==> src/rtl/multicycle_ctrl_pkg.sv <==
// Shared types for the multicycle RV32I sequencer: FSM states, opcodes and error codes.
package multicycle_ctrl_pkg;

    typedef enum logic [2:0] {
        IDLE,
        FETCH,
        DECODE,
        EXEC,
        MEM,
        WB,
        HALT
    } mc_state_t;

    typedef logic [6:0] opcode_t;

    localparam opcode_t OP     = 7'h33;
    localparam opcode_t OP_IMM = 7'h13;
    localparam opcode_t LOAD   = 7'h03;
    localparam opcode_t STORE  = 7'h23;
    localparam opcode_t BRANCH = 7'h63;

    typedef enum logic [1:0] {
        ERR_NONE     = 2'd0,
        ERR_ILLEGAL  = 2'd1,
        ERR_IMEM_TMO = 2'd2,
        ERR_DMEM_TMO = 2'd3
    } err_t;

    function automatic logic is_legal(input opcode_t op);
        return (op == OP) || (op == OP_IMM) || (op == LOAD) ||
               (op == STORE) || (op == BRANCH);
    endfunction

endpackage

==> src/rtl/multicycle_ctrl_if.sv <==
// Datapath-facing bundle of the sequencer: memory handshakes, decode inputs, write enables.
interface multicycle_ctrl_if;
    import multicycle_ctrl_pkg::*;

    opcode_t opcode;
    logic    branch_taken;
    logic    imem_req;
    logic    imem_ready;
    logic    dmem_req;
    logic    dmem_we;
    logic    dmem_ready;
    logic    ir_wen;
    logic    mdr_wen;
    logic    reg_wen;
    logic    pc_wen;
    logic    pc_sel;

    modport master (
        input  opcode, branch_taken, imem_ready, dmem_ready,
        output imem_req, dmem_req, dmem_we, ir_wen, mdr_wen, reg_wen, pc_wen, pc_sel
    );

    modport slave (
        output opcode, branch_taken, imem_ready, dmem_ready,
        input  imem_req, dmem_req, dmem_we, ir_wen, mdr_wen, reg_wen, pc_wen, pc_sel
    );

endinterface

==> src/rtl/multicycle_ctrl_wrap_counter.sv <==
// Free-running wrap-around counter with synchronous clear and count enable.
module wrap_counter #(
    parameter int unsigned WIDTH = 32
) (
    input  logic             clk,
    input  logic             clear,
    input  logic             en,
    output logic [WIDTH-1:0] count
);

    logic [WIDTH-1:0] count_q, count_d;

    always_comb begin
        count_d = count_q;
        if (en) count_d = count_q + WIDTH'(1);
    end

    always_ff @(posedge clk) begin
        if (clear) count_q <= '0;
        else       count_q <= count_d;
    end

    assign count = count_q;

endmodule

==> src/rtl/multicycle_ctrl.sv <==
// Multicycle sequencer: steps FETCH/DECODE/EXEC/MEM/WB, gates datapath enables, times out stalled memory.
module multicycle_ctrl
    import multicycle_ctrl_pkg::*;
#(
    parameter int unsigned CNT_W   = 32,
    parameter int unsigned TMO_W   = 4,
    parameter int unsigned MEM_TMO = 15
) (
    input  logic                clk,
    input  logic                rst,
    input  logic                start,
    multicycle_ctrl_if.master   bus,
    output logic                halted,
    output logic [1:0]          err_code,
    output logic [CNT_W-1:0]    cycle_cnt,
    output logic [CNT_W-1:0]    instret_cnt
);

    mc_state_t        state_q, state_d;
    err_t             err_q, err_d;
    logic [TMO_W-1:0] wait_q, wait_d;
    logic             last_wait;

    // Counter holds the ready=0 cycles already seen; the next miss would reach MEM_TMO.
    assign last_wait = (wait_q == TMO_W'(MEM_TMO - 1));

    always_ff @(posedge clk) begin
        if (rst) begin
            state_q <= IDLE;
            err_q   <= ERR_NONE;
            wait_q  <= '0;
        end else begin
            state_q <= state_d;
            err_q   <= err_d;
            wait_q  <= wait_d;
        end
    end

    always_comb begin
        state_d = state_q;
        err_d   = err_q;
        wait_d  = wait_q;
        case (state_q)
            IDLE:   if (start) state_d = FETCH;
            FETCH: begin
                if (bus.imem_ready) begin
                    state_d = DECODE;
                end else if (last_wait) begin
                    state_d = HALT;
                    err_d   = ERR_IMEM_TMO;
                end else begin
                    wait_d = wait_q + TMO_W'(1);
                end
            end
            DECODE: begin
                if (is_legal(bus.opcode)) begin
                    state_d = EXEC;
                end else begin
                    state_d = HALT;
                    err_d   = ERR_ILLEGAL;
                end
            end
            EXEC: begin
                case (bus.opcode)
                    OP, OP_IMM:  state_d = WB;
                    LOAD, STORE: state_d = MEM;
                    BRANCH:      state_d = FETCH;
                    default: begin
                        state_d = HALT;
                        err_d   = ERR_ILLEGAL;
                    end
                endcase
            end
            MEM: begin
                if (bus.dmem_ready) begin
                    state_d = (bus.opcode == STORE) ? FETCH : WB;
                end else if (last_wait) begin
                    state_d = HALT;
                    err_d   = ERR_DMEM_TMO;
                end else begin
                    wait_d = wait_q + TMO_W'(1);
                end
            end
            WB:     state_d = FETCH;
            HALT:   state_d = HALT;
            default: state_d = IDLE;
        endcase
        if ((state_d != state_q) && ((state_d == FETCH) || (state_d == MEM))) wait_d = '0;
    end

    always_comb begin
        bus.imem_req = 1'b0;
        bus.dmem_req = 1'b0;
        bus.dmem_we  = 1'b0;
        bus.ir_wen   = 1'b0;
        bus.mdr_wen  = 1'b0;
        bus.reg_wen  = 1'b0;
        bus.pc_wen   = 1'b0;
        bus.pc_sel   = 1'b0;
        case (state_q)
            FETCH: begin
                bus.imem_req = 1'b1;
                bus.ir_wen   = bus.imem_ready;
            end
            EXEC: begin
                if (bus.opcode == BRANCH) begin
                    bus.pc_wen = 1'b1;
                    bus.pc_sel = bus.branch_taken;
                end
            end
            MEM: begin
                bus.dmem_req = 1'b1;
                bus.dmem_we  = (bus.opcode == STORE);
                if (bus.dmem_ready) begin
                    bus.pc_wen  = (bus.opcode == STORE);
                    bus.mdr_wen = (bus.opcode != STORE);
                end
            end
            WB: begin
                bus.reg_wen = 1'b1;
                bus.pc_wen  = 1'b1;
            end
            default: ;
        endcase
    end

    assign halted   = (state_q == HALT);
    assign err_code = err_q;

    wrap_counter #(.WIDTH(CNT_W)) u_cycle_cnt (
        .clk   (clk),
        .clear (rst),
        .en    ((state_q != IDLE) && (state_q != HALT)),
        .count (cycle_cnt)
    );

    wrap_counter #(.WIDTH(CNT_W)) u_instret_cnt (
        .clk   (clk),
        .clear (rst),
        .en    (bus.pc_wen),
        .count (instret_cnt)
    );

endmodule
==> src/flat_wrapper.sv <==
// flat-port wrapper written by rule: the top's interface ports become plain ports
module multicycle_ctrl_flat import multicycle_ctrl_pkg::*;
#(
    parameter int unsigned CNT_W   = 32,
    parameter int unsigned TMO_W   = 4,
    parameter int unsigned MEM_TMO = 15
)
  (clk, rst, start, halted, err_code, cycle_cnt, instret_cnt, bus_opcode, bus_branch_taken, bus_imem_ready, bus_dmem_ready, bus_imem_req, bus_dmem_req, bus_dmem_we, bus_ir_wen, bus_mdr_wen, bus_reg_wen, bus_pc_wen, bus_pc_sel);
  multicycle_ctrl_if bus_i ();
  input  logic clk;
  input  logic rst;
  input  logic start;
  output logic halted;
  output logic [1:0] err_code;
  output logic [CNT_W-1:0] cycle_cnt;
  output logic [CNT_W-1:0] instret_cnt;
  input wire logic [$bits(bus_i.opcode)-1:0] bus_opcode;
  input wire logic [$bits(bus_i.branch_taken)-1:0] bus_branch_taken;
  input wire logic [$bits(bus_i.imem_ready)-1:0] bus_imem_ready;
  input wire logic [$bits(bus_i.dmem_ready)-1:0] bus_dmem_ready;
  output wire logic [$bits(bus_i.imem_req)-1:0] bus_imem_req;
  output wire logic [$bits(bus_i.dmem_req)-1:0] bus_dmem_req;
  output wire logic [$bits(bus_i.dmem_we)-1:0] bus_dmem_we;
  output wire logic [$bits(bus_i.ir_wen)-1:0] bus_ir_wen;
  output wire logic [$bits(bus_i.mdr_wen)-1:0] bus_mdr_wen;
  output wire logic [$bits(bus_i.reg_wen)-1:0] bus_reg_wen;
  output wire logic [$bits(bus_i.pc_wen)-1:0] bus_pc_wen;
  output wire logic [$bits(bus_i.pc_sel)-1:0] bus_pc_sel;
  assign bus_i.opcode = bus_opcode;
  assign bus_i.branch_taken = bus_branch_taken;
  assign bus_i.imem_ready = bus_imem_ready;
  assign bus_i.dmem_ready = bus_dmem_ready;
  assign bus_imem_req = bus_i.imem_req;
  assign bus_dmem_req = bus_i.dmem_req;
  assign bus_dmem_we = bus_i.dmem_we;
  assign bus_ir_wen = bus_i.ir_wen;
  assign bus_mdr_wen = bus_i.mdr_wen;
  assign bus_reg_wen = bus_i.reg_wen;
  assign bus_pc_wen = bus_i.pc_wen;
  assign bus_pc_sel = bus_i.pc_sel;
  multicycle_ctrl #(.CNT_W(CNT_W), .TMO_W(TMO_W), .MEM_TMO(MEM_TMO)) u_core (.clk(clk), .rst(rst), .start(start), .bus(bus_i), .halted(halted), .err_code(err_code), .cycle_cnt(cycle_cnt), .instret_cnt(instret_cnt));
endmodule
==> config.mk <==
export PLATFORM = sky130hd
export DESIGN_NAME = multicycle_ctrl_flat
export DESIGN_NICKNAME = d
export VERILOG_FILES = /design/src/rtl/multicycle_ctrl_pkg.sv /design/src/rtl/multicycle_ctrl_if.sv /design/src/rtl/multicycle_ctrl_wrap_counter.sv /design/src/rtl/multicycle_ctrl.sv /design/src/flat_wrapper.sv
export SDC_FILE = /design/constraint.sdc
export NUM_CORES = 1
export LEC_CHECK = 0
export CAP_MARGIN = 10
export CORE_UTILIZATION = 50
export DETAILED_ROUTE_END_ITERATION = 12
export HOLD_SLACK_MARGIN = 0.15
export PLACE_DENSITY = 0.8
export SLEW_MARGIN = 30
export SYNTH_ARGS = -nofsm -noshare
export SYNTH_HDL_FRONTEND = slang
export SYNTH_SLANG_ARGS = --single-unit
==> constraint.sdc <==
create_clock -name clk -period 2.1 [get_ports clk]
set_input_delay 0.315 -clock clk [delete_from_list [all_inputs] [get_ports clk]]
set_output_delay 0.315 -clock clk [all_outputs]
set_load 0.02 [all_outputs]
---- After elaboration in Yosys (flattened, before gate mapping) ----
Cells that the tools add are included.
operators by class
  mux-type cells .......................... 31
  reductions and logical operators ........ 17
  shift-type cells ........................ 0
  equal/unequal tests ..................... 23
  multipliers ............................. 0
  add/subtract/negate cells ............... 3
  magnitude comparators ................... 0
  bitwise logic cells ..................... 0
  div/mod/pow operators ................... 0
operators by type and width
  operator                                               count
  adder 32 x 1 -> 32 bit, second input constant          2
  case mux 3 bit (7 select lines)                        1
  2-to-1 mux 3 bit                                       6
  equality test 7 x 6 -> 1 bit, second input constant    2
  equality test 3 bit, second input constant             4
  2-to-1 mux 2 bit                                       6
  2-to-1 mux 4 bit                                       3
  2-to-1 mux 1 bit                                       11
  case mux 3 bit (3 select lines)                        1
  inequality test 2 bit, second input constant           4
  case mux 2 bit (4 select lines)                        1
  case mux 4 bit (2 select lines)                        1
  equality test 7 x 2 -> 1 bit, second input constant    1
  equality test 7 x 5 -> 1 bit, second input constant    1
  equality test 7 bit, second input constant             1
  inequality test 7 x 6 -> 1 bit, second input constant  1
  AND reduction 7 bit                                    1
  equality test 3 x 1 -> 1 bit, second input constant    2
  equality test 3 x 2 -> 1 bit, second input constant    2
  OR reduction 2 bit                                     3
  logical OR 1 bit                                       5
  OR reduction 5 bit                                     1
  adder 4 x 1 -> 4 bit, second input constant            1
  equality test 4 bit, second input constant             1
  10 further kinds                                       12
word-level totals
  word-level logic and storage cells ...... 79
  memory bits (writable) .................. 0
  memories kept ........................... 0
  bits in latches ......................... 0
  bits of input ports ..................... 13
  output and inout bits ................... 75
  ROM bits ................................ 0
  bits in registers ....................... 73

---- Logic depth before layout (Yosys ltp) ----
Gate-level depths: netlist (run 1).
  depth after elaboration ................. 11
  gate-level depth with buffers ........... 8
  gate-level depth less buffers ........... 8

---- Cells and area by module ----
From an unflattened synthesis (run 1), not the netlist that was laid out.
second synthesis, totals
  cell total of the unflattened synthesis .. 455
  area total of the unflattened synthesis .. 3887.5 sq um
by module, submodules not included
  module           area each (sq um)  times used  cells an instance  sequential area each (sq um)
  wrap_counter     1564.0             2           181                640.6
  multicycle_ctrl  759.5              1           93                 180.2

---- Worst setup path before layout (run 1) ----
Ideal clock, no wire load.
  path type ............................... register to register
  from .................................... register u_core.u_cycle_cnt.count_q[6] (netlist: u_core.u_cycle_cnt.count[6])
  to ...................................... register u_core.u_cycle_cnt.count_q[29] (netlist: u_core.u_cycle_cnt.count[29])
  arrival ................................. 1814 ps
  path slack .............................. 216 ps
  stages on the path, launching flop included .. 6
  period minus slack after synthesis ...... 1884 ps
  path buffers ............................ 0
  library setup time ...................... 70 ps
  data required time ...................... 2030 ps
  cells stage by stage .................... dfxtp_1 nand4_2 nor4_4 nand3_4 or3_1 a21oi_1
between the ends
  longest elaborated chain between the ends .. 1
RTL lines
  item                    RTL line                            RTL
  start, declared         multicycle_ctrl_wrap_counter.sv:11  logic [WIDTH-1:0] count_q, count_d;
  start signal, assigned  multicycle_ctrl_wrap_counter.sv:20  else count_q <= count_d;
  adder 32 x 1 -> 32 bit  multicycle_ctrl_wrap_counter.sv:15  if (en) count_d = count_q + WIDTH'(1);
Every way passes these cells.
A chain may end at the register's enable or synchronous reset.

---- Final worst setup path (run 1) ----
  from .................................... input port bus_opcode[5]
  to ...................................... register u_core.state_q[2]
between the ends
  longest elaborated chain between the ends .. 7
  elaborated cells between the ends (all ways) .. 16
  those cells by class .................... eq/ne (5); mux (5); reduce/logical (6)
RTL lines
  item                                                                          RTL line                                          RTL
  start, declared                                                               flat_wrapper.sv:17                                input wire logic [$bits(bus_i.opcode)-1:0] bus_opcode;
  equality test 7 x 6 -> 1 bit or equality test 7 x 5 -> 1 bit (tied branches)  multicycle_ctrl_pkg.sv:30, multicycle_ctrl.sv:64
  logical OR 1 bit (3 in a row)                                                 multicycle_ctrl_pkg.sv:30                         return (op == OP) || (op == OP_IMM) || (op == LOAD) ||
  logical OR 1 bit                                                              multicycle_ctrl_pkg.sv:31                         (op == STORE) || (op == BRANCH);
  2-to-1 mux 3 bit                                                              multicycle_ctrl.sv:56                             if (is_legal(bus.opcode)) begin
  case mux 3 bit (7 select lines) (*)                                           multicycle_ctrl.sv:43                             case (state_q)
  end signal, assigned                                                          multicycle_ctrl.sv:33                             state_q <= state_d;
  end, declared                                                                 multicycle_ctrl.sv:19                             mc_state_t state_q, state_d;
Mark *: on every way between the ends. The rest lies on a longest branch, timed or not.

==> reports/metrics.cfg, run 1 <==
[outcome]
status=complete, no violations

[sta]
fin_crit_ps=2070
finalSetupViolCount=0
final_hold_viol_count=0
worst_pin_slew_ps=446
clock.fmax_ghz=0.483
post-route-period-util_pct=98.7
grt_setup_unrepaired=yes
relSlewSlack_pct=70.3
tns_ps=0
finalMaxSlewViolations=0
hold_slack_ps=388
skew_ps=10.7

[cells_and_area]
final_common_cell=clkdlybuf4s50_1
layout-drive-gt1-share_pct=14.2
antenna-diode-count=0
mostFrequentLayoutCells=clkdlybuf4s50_1 (77), dfxtp_1 (72), nor2_1 (71), xnor2_1 (37), buf_4 (34)
final_nets=569
areaGrowthSynthToFinish_pct=38.0
fin_cells=653

[floorplan]
start_util_pct=53.0
rows=30
core_area_um2=6980
dieArea_um2=7740
die_x_um=88.0
die_h_um=88.0
io_pins=88

[logic_synthesis]
synth_cell_type_count=52
synth_top_area_share_pct=39.5
synth_async_sr_flop_share_pct=0
syn_nets=458
syn_area_um2=3700
synth.avg_cell_area_um2=8.38
synth-main-ff-cell=dfxtp_1
ys_seq_area_share_pct=39.5
syn_inst=441
yosysWarningCount=0
synth-edff-count=0
yosysTopAreaCell=dfxtp_1
synth_area_leaders=dfxtp_1 (40%), xnor2_1 (8.8%), nor2_1 (7.2%)
ys_seq_elements=73

[setup_path]
rr_worst_depth=6
cp.arrival_ps=2320
path_common_cell=buf_4
cp_slowest_cell=clkdlybuf4s50_1
end_kind=register
crit_path_start_kind=input pin
path_cells=clkdlybuf4s50_1, nor2b_2, buf_4, maj3_2, a221oi_1, and3b_1, buf_4, a311oi_1
crit_type=input pin to register
crit_required_ps=2350
critPathMaxStageDelay_ps=410
path_max_fanout=5

[job]
maxCapViolCount=0

[placement]
globalplace.congestion=0.963
place_hpwl_um=6820
place_inst=637
port_buffers=87

[clock_tree]
cts_tree=built
clock_tree.buffer_depth=2
clkTransAtPathRegs_ps=80
insertion_delay_ps=350
postCtsHoldBufs=0
clock_sinks=73
cts_buffers=9
htreeDepth=3
cts_root_buf=clkbuf_8

[routing]
wl_um=9620
dr_total_vias=3584
wl_per_cell_um=14.7
viasPerCell=5.49
ant_nets=0
drc_errors=0
firstDrtPassIters=5
drt-initial-drc-count=208

[power_and_ir_drop]
p_leak_nw=1.79
power_density_nw_per_um2=598
ir_worst_vdd_uv=661

[global_route]
gr-usage-all-layers_pct=26.1
grt_pass1_vias=3418
grt_pass1_wl_um=15800
met3_usage_pct=5.00
grt_overflow_total=0
gr-usage-met2_pct=44.1
grt_max_degree=32
gr-usage-met1_pct=32.7
antenna_found_initial=0
grt-busiest-layer=met2

[min_path]
hold_path_depth=2
hold_path.class=input pin to register

## cell families after synthesis
kind of cell	synth area share, %
AOI/OAI and AO/OA	7.68
xor gates and xnor gates	13.0
adders and majority gates	1.66
buffers and inverters	4.23
DFF	39.5
muxes	0.541
and+or+nand+nor	33.3
## critical path, delay by kind of cell
kind	cells	cell delay [ps]
and+or+nand+nor	2	450
buffers and inverters	3	710
adders and majority gates	1	300
AOI/OAI and AO/OA	2	550
## synthesized netlist by cell type (all sizes together), types with 5 or more instances
library cell	instances
dfxtp	73
nor2	71
xnor2	37
nand3	33
nor3	30
nand2	26
xor2	18
inv	16
nand4	16
clkbuf	14
a21oi	13
o21ai	13
or3	13
nor4	9
and3	7
buf	7
and2	5
## area by class of cell
| class | count | area [um^2] |
|---|---|---|
| inverter | 16 | 60.1 |
| multi-input combinational | 331 | 2110 |
| tap | 96 | 120 |
| timing repair buffer | 121 | 1120 |
| sequential | 73 | 1460 |
| clock buffer | 10 | 138 |
| fill | 545 | 1880 |
| clock inverter | 6 | 90.1 |
## through the flow
step	utilization (%)	total power [W]	instance area [um^2]	setup WS (ps)
2_1_floorplan	-	0.00166	3700	216
3_3_place_gp	69.5	0.00180	4850	-316
3_5_place_dp	69.5	0.00181	4850	-379
4_1_cts	72.8	0.00305	5080	-116
5_1_grt	73.1	0.00317	5100	-3.23
6_report	73.1	0.00305	5100	27.6
## repair_timing
item	CTS	global route
pin swaps	0	2
endpoints found under the setup margin	9	10
setup buffers	0	0
gates resized for setup	12	14
cloned	0	0
## report_power, final
part	internal (W)	total (W)	switching, W
combinational	0.000170	0.000367	0.000196
sequential	0.00141	0.00143	0.0000245
clock	0.000706	0.00126	0.000550
total	0.00228	0.00305	0.000770
## path summary, 6_finish.rpt
path | startpoint | slack [ps] | endpoint
max reg2reg | u_core.state_q[1] | 80 | u_core.state_q[2]
min | rst | 390 | u_core.u_instret_cnt.count[28]
max | bus_opcode[5] | 30 | u_core.state_q[2]
min reg2reg | u_core.u_cycle_cnt.count[30] | 500 | u_core.u_cycle_cnt.count[30]
## state kept, by name, indices dropped and copies added, names as in the netlist
signal	count
u_core.err_code	2
u_core.u_cycle_cnt.count	32
u_core.u_instret_cnt.count	32
u_core.wait_q	4
u_core.state_q	3
## per-layer routing
| layer | share of wire (%) | up-vias |
|---|---|---|
| li1 | - | 1748 |
| met1 | 44 | 1706 |
| met2 | 49 | 113 |
| met3 | 5.0 | 17 |
| met4 | 1.6 | 0 |
| met5 | 0 | - |
(Power assumes the default switching activity.)
==> run 2: changes to the inputs <==
--- a/constraint.sdc
+++ b/constraint.sdc
@@ -3,2 +3,2 @@
 set_output_delay 0.315 -clock clk [all_outputs]
-set_load 0.02 [all_outputs]
+set_load 0.1 [all_outputs]
==> reports/metrics.cfg, run 2 (same netlist as run 1, synthesis figures left out) <==
[setup_path]
cp_slowest_cell=dfxtp_2
path_depth=6  ; -2
path_max_fanout=6  ; +1
end_kind=primary output
crit_path_start_kind=register
critPathMaxStageDelay_ps=380  ; -30 ps
crit_type=register to primary output
rr_worst_depth=8  ; +2
path_common_cell=buf_12
crit_family=compound AO/OA/AOI/OAI gates
critical_path_buf_inv_count=3  ; unchanged
crit_required_ps=1780  ; -570 ps
path_cells=nor2b_2, a41oi_2, o22a_2, buf_12, clkinvlp_4, buf_12
cp.arrival_ps=1730  ; -590 ps

[routing]
ant_nets=0  ; unchanged
drc_errors=0  ; unchanged
wl_per_cell_um=14.6  ; -0.57%
viasPerCell=5.50  ; +0.21%
drt-initial-drc-count=162  ; -22%
wl_um=9640  ; +0.19%
firstDrtPassIters=6  ; +1
dr_total_vias=3619  ; +0.98%

[floorplan]
core_area_um2=6980  ; unchanged
die_x_um=88.0  ; unchanged
start_util_pct=53.0  ; unchanged
rows=30  ; unchanged
die_h_um=88.0  ; unchanged
dieArea_um2=7740  ; unchanged
io_pins=88  ; unchanged

[cells_and_area]
final_util_pct=75.5  ; +2.4 points
final_common_cell=buf_4
mostFrequentLayoutCells=buf_4 (103), nor2_1 (69), dfxtp_2 (51), xnor2_1 (37), nand3_1 (31)
areaGrowthSynthToFinish_pct=42.5
layout-drive-gt1-share_pct=39.0  ; +25 points
final_nets=575  ; +1.1%
antenna-diode-count=0  ; unchanged

[outcome]
status=complete, no violations

[global_route]
gr-usage-met1_pct=30.9  ; -1.8 points
gr-usage-met2_pct=42.6  ; -1.5 points
grt_max_degree=31  ; -3.1%
grt-busiest-layer=met2
met3_usage_pct=5.09  ; +0.094 points
grt_pass1_vias=3439  ; +0.61%
grt_overflow_total=0  ; unchanged
gr-usage-all-layers_pct=25.1  ; -0.95 points
antenna_found_initial=0  ; unchanged
grt_pass1_wl_um=15300  ; -3.0%

[power_and_ir_drop]
power_density_nw_per_um2=596  ; -0.43%
ir_worst_vdd_uv=452  ; -32%
p_leak_nw=2.10  ; +17%

[sta]
clock.fmax_ghz=0.490  ; +1.5%
worst_pin_slew_ps=511  ; +64.9 ps
post-route-period-util_pct=97.3  ; -1.4 points
relSlewSlack_pct=65.8  ; -4.4 points
finalMaxSlewViolations=0  ; unchanged
final_hold_viol_count=0  ; unchanged
fin_crit_ps=2040  ; -29.6 ps
setup_slack_ps=57.2  ; +29.6 ps
finalSetupViolCount=0  ; unchanged
skew_ps=14.7  ; +4.03 ps

[min_path]
hold_path.class=input pin to register
hold_path_depth=2  ; unchanged

[clock_tree]
clkTransAtPathRegs_ps=90  ; about the same
clock_tree.buffer_depth=2  ; unchanged
cts_tree=built
cts_buffers=9  ; unchanged
clock_sinks=73  ; unchanged
htreeDepth=3  ; unchanged
insertion_delay_ps=350  ; about the same
cts_root_buf=clkbuf_8
postCtsHoldBufs=0  ; unchanged

[job]
maxCapViolCount=0  ; unchanged

[placement]
globalplace.congestion=0.901  ; -6.5%
dp_slack_ps=-267  ; +112 ps
port_buffers=87  ; unchanged
place_hpwl_um=6720  ; -1.4%

run 2: changes by cell type in the layout (fill, tap and decap cells not counted), moves of 4 or more:
| cell | before | now |
|---|---|---|
| buf_4 | 34 | 103 |
| dlymetal6s2s_1 | 2 | 6 |
| dlygate4sd2_1 | 4 | 0 |
| dfxtp_1 | 72 | 19 |
| clkdlybuf4s50_1 | 77 | 5 |
| dfxtp_2 | 1 | 51 |
| buf_12 | 1 | 11 |
run 2: worst register-to-register path, cell delays in order (launching register included):
cell and delay, ps:
dfxtp_2 380, nor2b_2 220, a41oi_2 120, o22a_2 280, buf_4 140, bufbuf_16 280, nor4_4 280, xnor2_1 160
nor2_1 70
run 2: where the power goes:
part	total (W)	internal, W	leakage (nW)	switching [W]
clock network	0.00118	0.000653	0.104	0.000530
logic	0.000526	0.000202	1.38	0.000324
registers	0.00143	0.00140	0.617	0.0000277
run 2: metrics by stage:
stage                     power (W)  setup TNS (ps)  std cells  hold slack (ps)  cell area, um^2
after floorplan             0.00180           -1070        441              478             3850
after global placement      0.00196           -6250        635              474             4910
after detailed placement    0.00197           -7440        635              481             4910
after CTS                   0.00315           -24.1        655              406             5200
after global routing        0.00325           -26.5        658              421             5270
final                       0.00314               0        658              406             5270
run 2: final timing paths:
| path | startpoint | to | slack, ps |
|---|---|---|---|
| max reg2reg | u_core.state_q[1] | u_core.u_instret_cnt.count[14] | 70 |
| min reg2reg | u_core.u_cycle_cnt.count[23] | u_core.u_cycle_cnt.count[23] | 490 |
| min | rst | u_core.u_instret_cnt.count[15] | 410 |
| max | u_core.state_q[1] | bus_pc_wen | 60 |
run 2: repair_timing:
| item | 4_1_cts | 5_1_grt |
|---|---|---|
| buffers inserted | 4 | 3 |
| cloned | 1 | 0 |
| pin swaps | 3 | 2 |
| gates resized for setup | 6 | 12 |
| setup endpoints to repair | 1 | 21 |
run 2: layout make-up:
class,instances,area (um^2)
timing repair buffer,127,1160
tap,96,120
clock buffer,12,166
inverter,16,63.8
clock inverter,3,46.3
sequential,73,1540
fill,512,1710
multi-input combinational,331,2180
run 2: per-layer routing:
layer | share of wire (%) | vias up
met4 | 1.3 | 0
met2 | 50 | 125
met1 | 43 | 1727
met3 | 6.0 | 11
met5 | 0 | -
li1 | - | 1756
==> run 3: changes to the inputs <==
SKIP_LAST_GASP = 1   (was default)
TNS_END_PERCENT = 30   (was default)
==> reports/metrics.cfg, run 3 (same netlist as run 1, synthesis figures left out) <==
[routing]
drt-initial-drc-count=172  ; +6.2%
viasPerCell=5.42  ; -1.4%
ant_nets=0  ; unchanged
wl_per_cell_um=14.2  ; -3.0%
drc_errors=0  ; unchanged
wl_um=9250  ; -4.0%
dr_total_vias=3529  ; -2.5%
firstDrtPassIters=4  ; -2

[sta]
finalMaxSlewViolations=0  ; unchanged
hold_slack_ps=369  ; -36.7 ps
relSlewSlack_pct=62.6  ; -3.3 points
worst_pin_slew_ps=557  ; +46.3 ps
final_hold_viol_count=0  ; unchanged
grt_setup_unrepaired=yes
clock.fmax_ghz=0.485  ; -0.90%
skew_ps=7.97  ; -6.75 ps
fin_crit_ps=2060  ; +18.5 ps
post-route-period-util_pct=98.2  ; +0.88 points
finalSetupViolCount=0  ; unchanged

[cells_and_area]
mostFrequentLayoutCells=buf_4 (96), nor2_1 (71), xnor2_1 (37), dfxtp_2 (36), dfxtp_1 (34)
regArea_um2=1520  ; -1.2%
areaGrowthSynthToFinish_pct=38.1
layout-drive-gt1-share_pct=34.6  ; -4.4 points
final_common_cell=buf_4
n_fill_cell=526  ; +2.7%
multiInputGateArea_um2=2140  ; -1.8%
antenna-diode-count=0  ; unchanged
final_nets=567  ; -1.4%

[floorplan]
dieArea_um2=7740  ; unchanged
die_h_um=88.0  ; unchanged
io_pins=88  ; unchanged
die_x_um=88.0  ; unchanged
rows=30  ; unchanged
start_util_pct=53.0  ; unchanged
core_area_um2=6980  ; unchanged

[global_route]
antenna_found_initial=0  ; unchanged
grt_overflow_total=0  ; unchanged
gr-usage-all-layers_pct=24.7  ; -0.45 points
grt_pass1_vias=3297  ; -4.1%
grt_pass1_wl_um=14900  ; -2.8%
grt_max_degree=53  ; +71%

[setup_path]
cp.arrival_ps=1750  ; +20 ps
r2r-end=u_core.wait_q[2]
r2r-start=u_core.state_q[0]
path_cells=clkdlybuf4s50_1, and4bb_2, a41oi_2, o22a_1, inv_2, buf_12
cp_slowest_cell=clkdlybuf4s50_1
crit_required_ps=1780  ; about the same
rr_worst_depth=6  ; -2
crit_type=input pin to primary output
crit_path_start_kind=input pin
path_max_fanout=5  ; -1
rrSetupSlack_ps=80  ; about the same
critPathMaxStageDelay_ps=390  ; about the same
end_kind=primary output

[clock_tree]
cts_root_buf=clkbuf_8
htreeDepth=3  ; unchanged
clock_tree.buffer_depth=2  ; unchanged
insertion_delay_ps=340  ; about the same
cts_buffers=9  ; unchanged
clkTransAtPathRegs_ps=80  ; about the same
postCtsHoldBufs=0  ; unchanged
clock_sinks=73  ; unchanged
cts_tree=built

[min_path]
hold_path_end=u_core.u_instret_cnt.count[15]
hold_path.class=input pin to register
hold_path_depth=2  ; unchanged
min_from=rst

[placement]
place_hpwl_um=6610  ; -1.7%
globalplace.congestion=0.913  ; +1.4%
port_buffers=87  ; unchanged

[power_and_ir_drop]
ir_worst_vdd_uv=495  ; +9.7%
power_density_nw_per_um2=605  ; +1.5%
p_leak_nw=1.93  ; -8.1%
p_total_w=0.00309  ; -1.7%

[outcome]
status=complete, no violations

[job]
maxCapViolCount=0  ; unchanged

## run 3: changes by cell type in the layout (fill, tap and decap cells not counted), sizes merged
cell,previous run,this run
buf,115,108
clkdlybuf4s50,5,10
dlymetal6s2s,6,1
clkinv,0,2
bufbuf,1,0
clkinvlp,2,1
## run 3: layout make-up
class / instances / area share, %
clock buffer: 12 / 3.04
inverter: 16 / 1.18
tap: 96 / 2.35
sequential: 73 / 29.7
multi-input combinational: 331 / 42.0
timing repair buffer: 119 / 20.7
clock inverter: 4 / 1.00
## run 3: stage by stage
step,setup WS (ps),setup TNS (ps),utilization (%),std cells,instance area [um^2]
final,38.7,0,73.1,651,5100
after CTS,6.14,0,72.6,650,5070
after detailed placement,-342,-9730,69.5,633,4850
after global placement,-279,-7520,69.5,633,4850
after global routing,-13.7,-21.8,73.1,651,5100
after floorplan,-274,-3730,-,441,3800
## run 3: worst max-delay path by stage
stage | cells past startpoint | from | slack [ps] | endpoint
after global routing | 6 | bus_opcode[3] | -10 | bus_pc_wen
after detailed placement | 8 | bus_opcode[5] | -340 | u_core.u_instret_cnt.count[26]
after floorplan | 6 | u_core.u_instret_cnt.count[17] | -270 | u_core.u_instret_cnt.count[29]
after CTS | 7 | bus_dmem_ready | 6 | u_core.wait_q[2]
final | 6 | bus_opcode[3] | 40 | bus_pc_wen
after global placement | 8 | bus_opcode[5] | -280 | u_core.u_instret_cnt.count[14]
## run 3: worst max-delay path, delay by kind of cell
family | cells | cell delay (ps)
compound gates | 2 | 380
simple gates | 1 | 360
buf+inv | 3 | 690
## run 3: where the power goes
group | internal, W | switching [W]
combinational | 0.000194 | 0.000328
sequential | 0.00140 | 0.0000261
clock | 0.000615 | 0.000521
## run 3: repair_timing
item                       CTS  global route
setup endpoints to repair    2            10
buffers inserted             1             1
gates resized for setup      3             5
hold endpoints to repair     0             0
pin swaps                    0             3
## run 3: metal layers
metal | up-vias | track usage, % | part of all wire (%)
li1 | 1748 | - | -
met1 | 1665 | 28.4 | 43
met2 | 94 | 43.1 | 50
met3 | 22 | 5.37 | 4.4
met4 | 0 | 12.4 | 2.3
met5 | - | 0 | 0
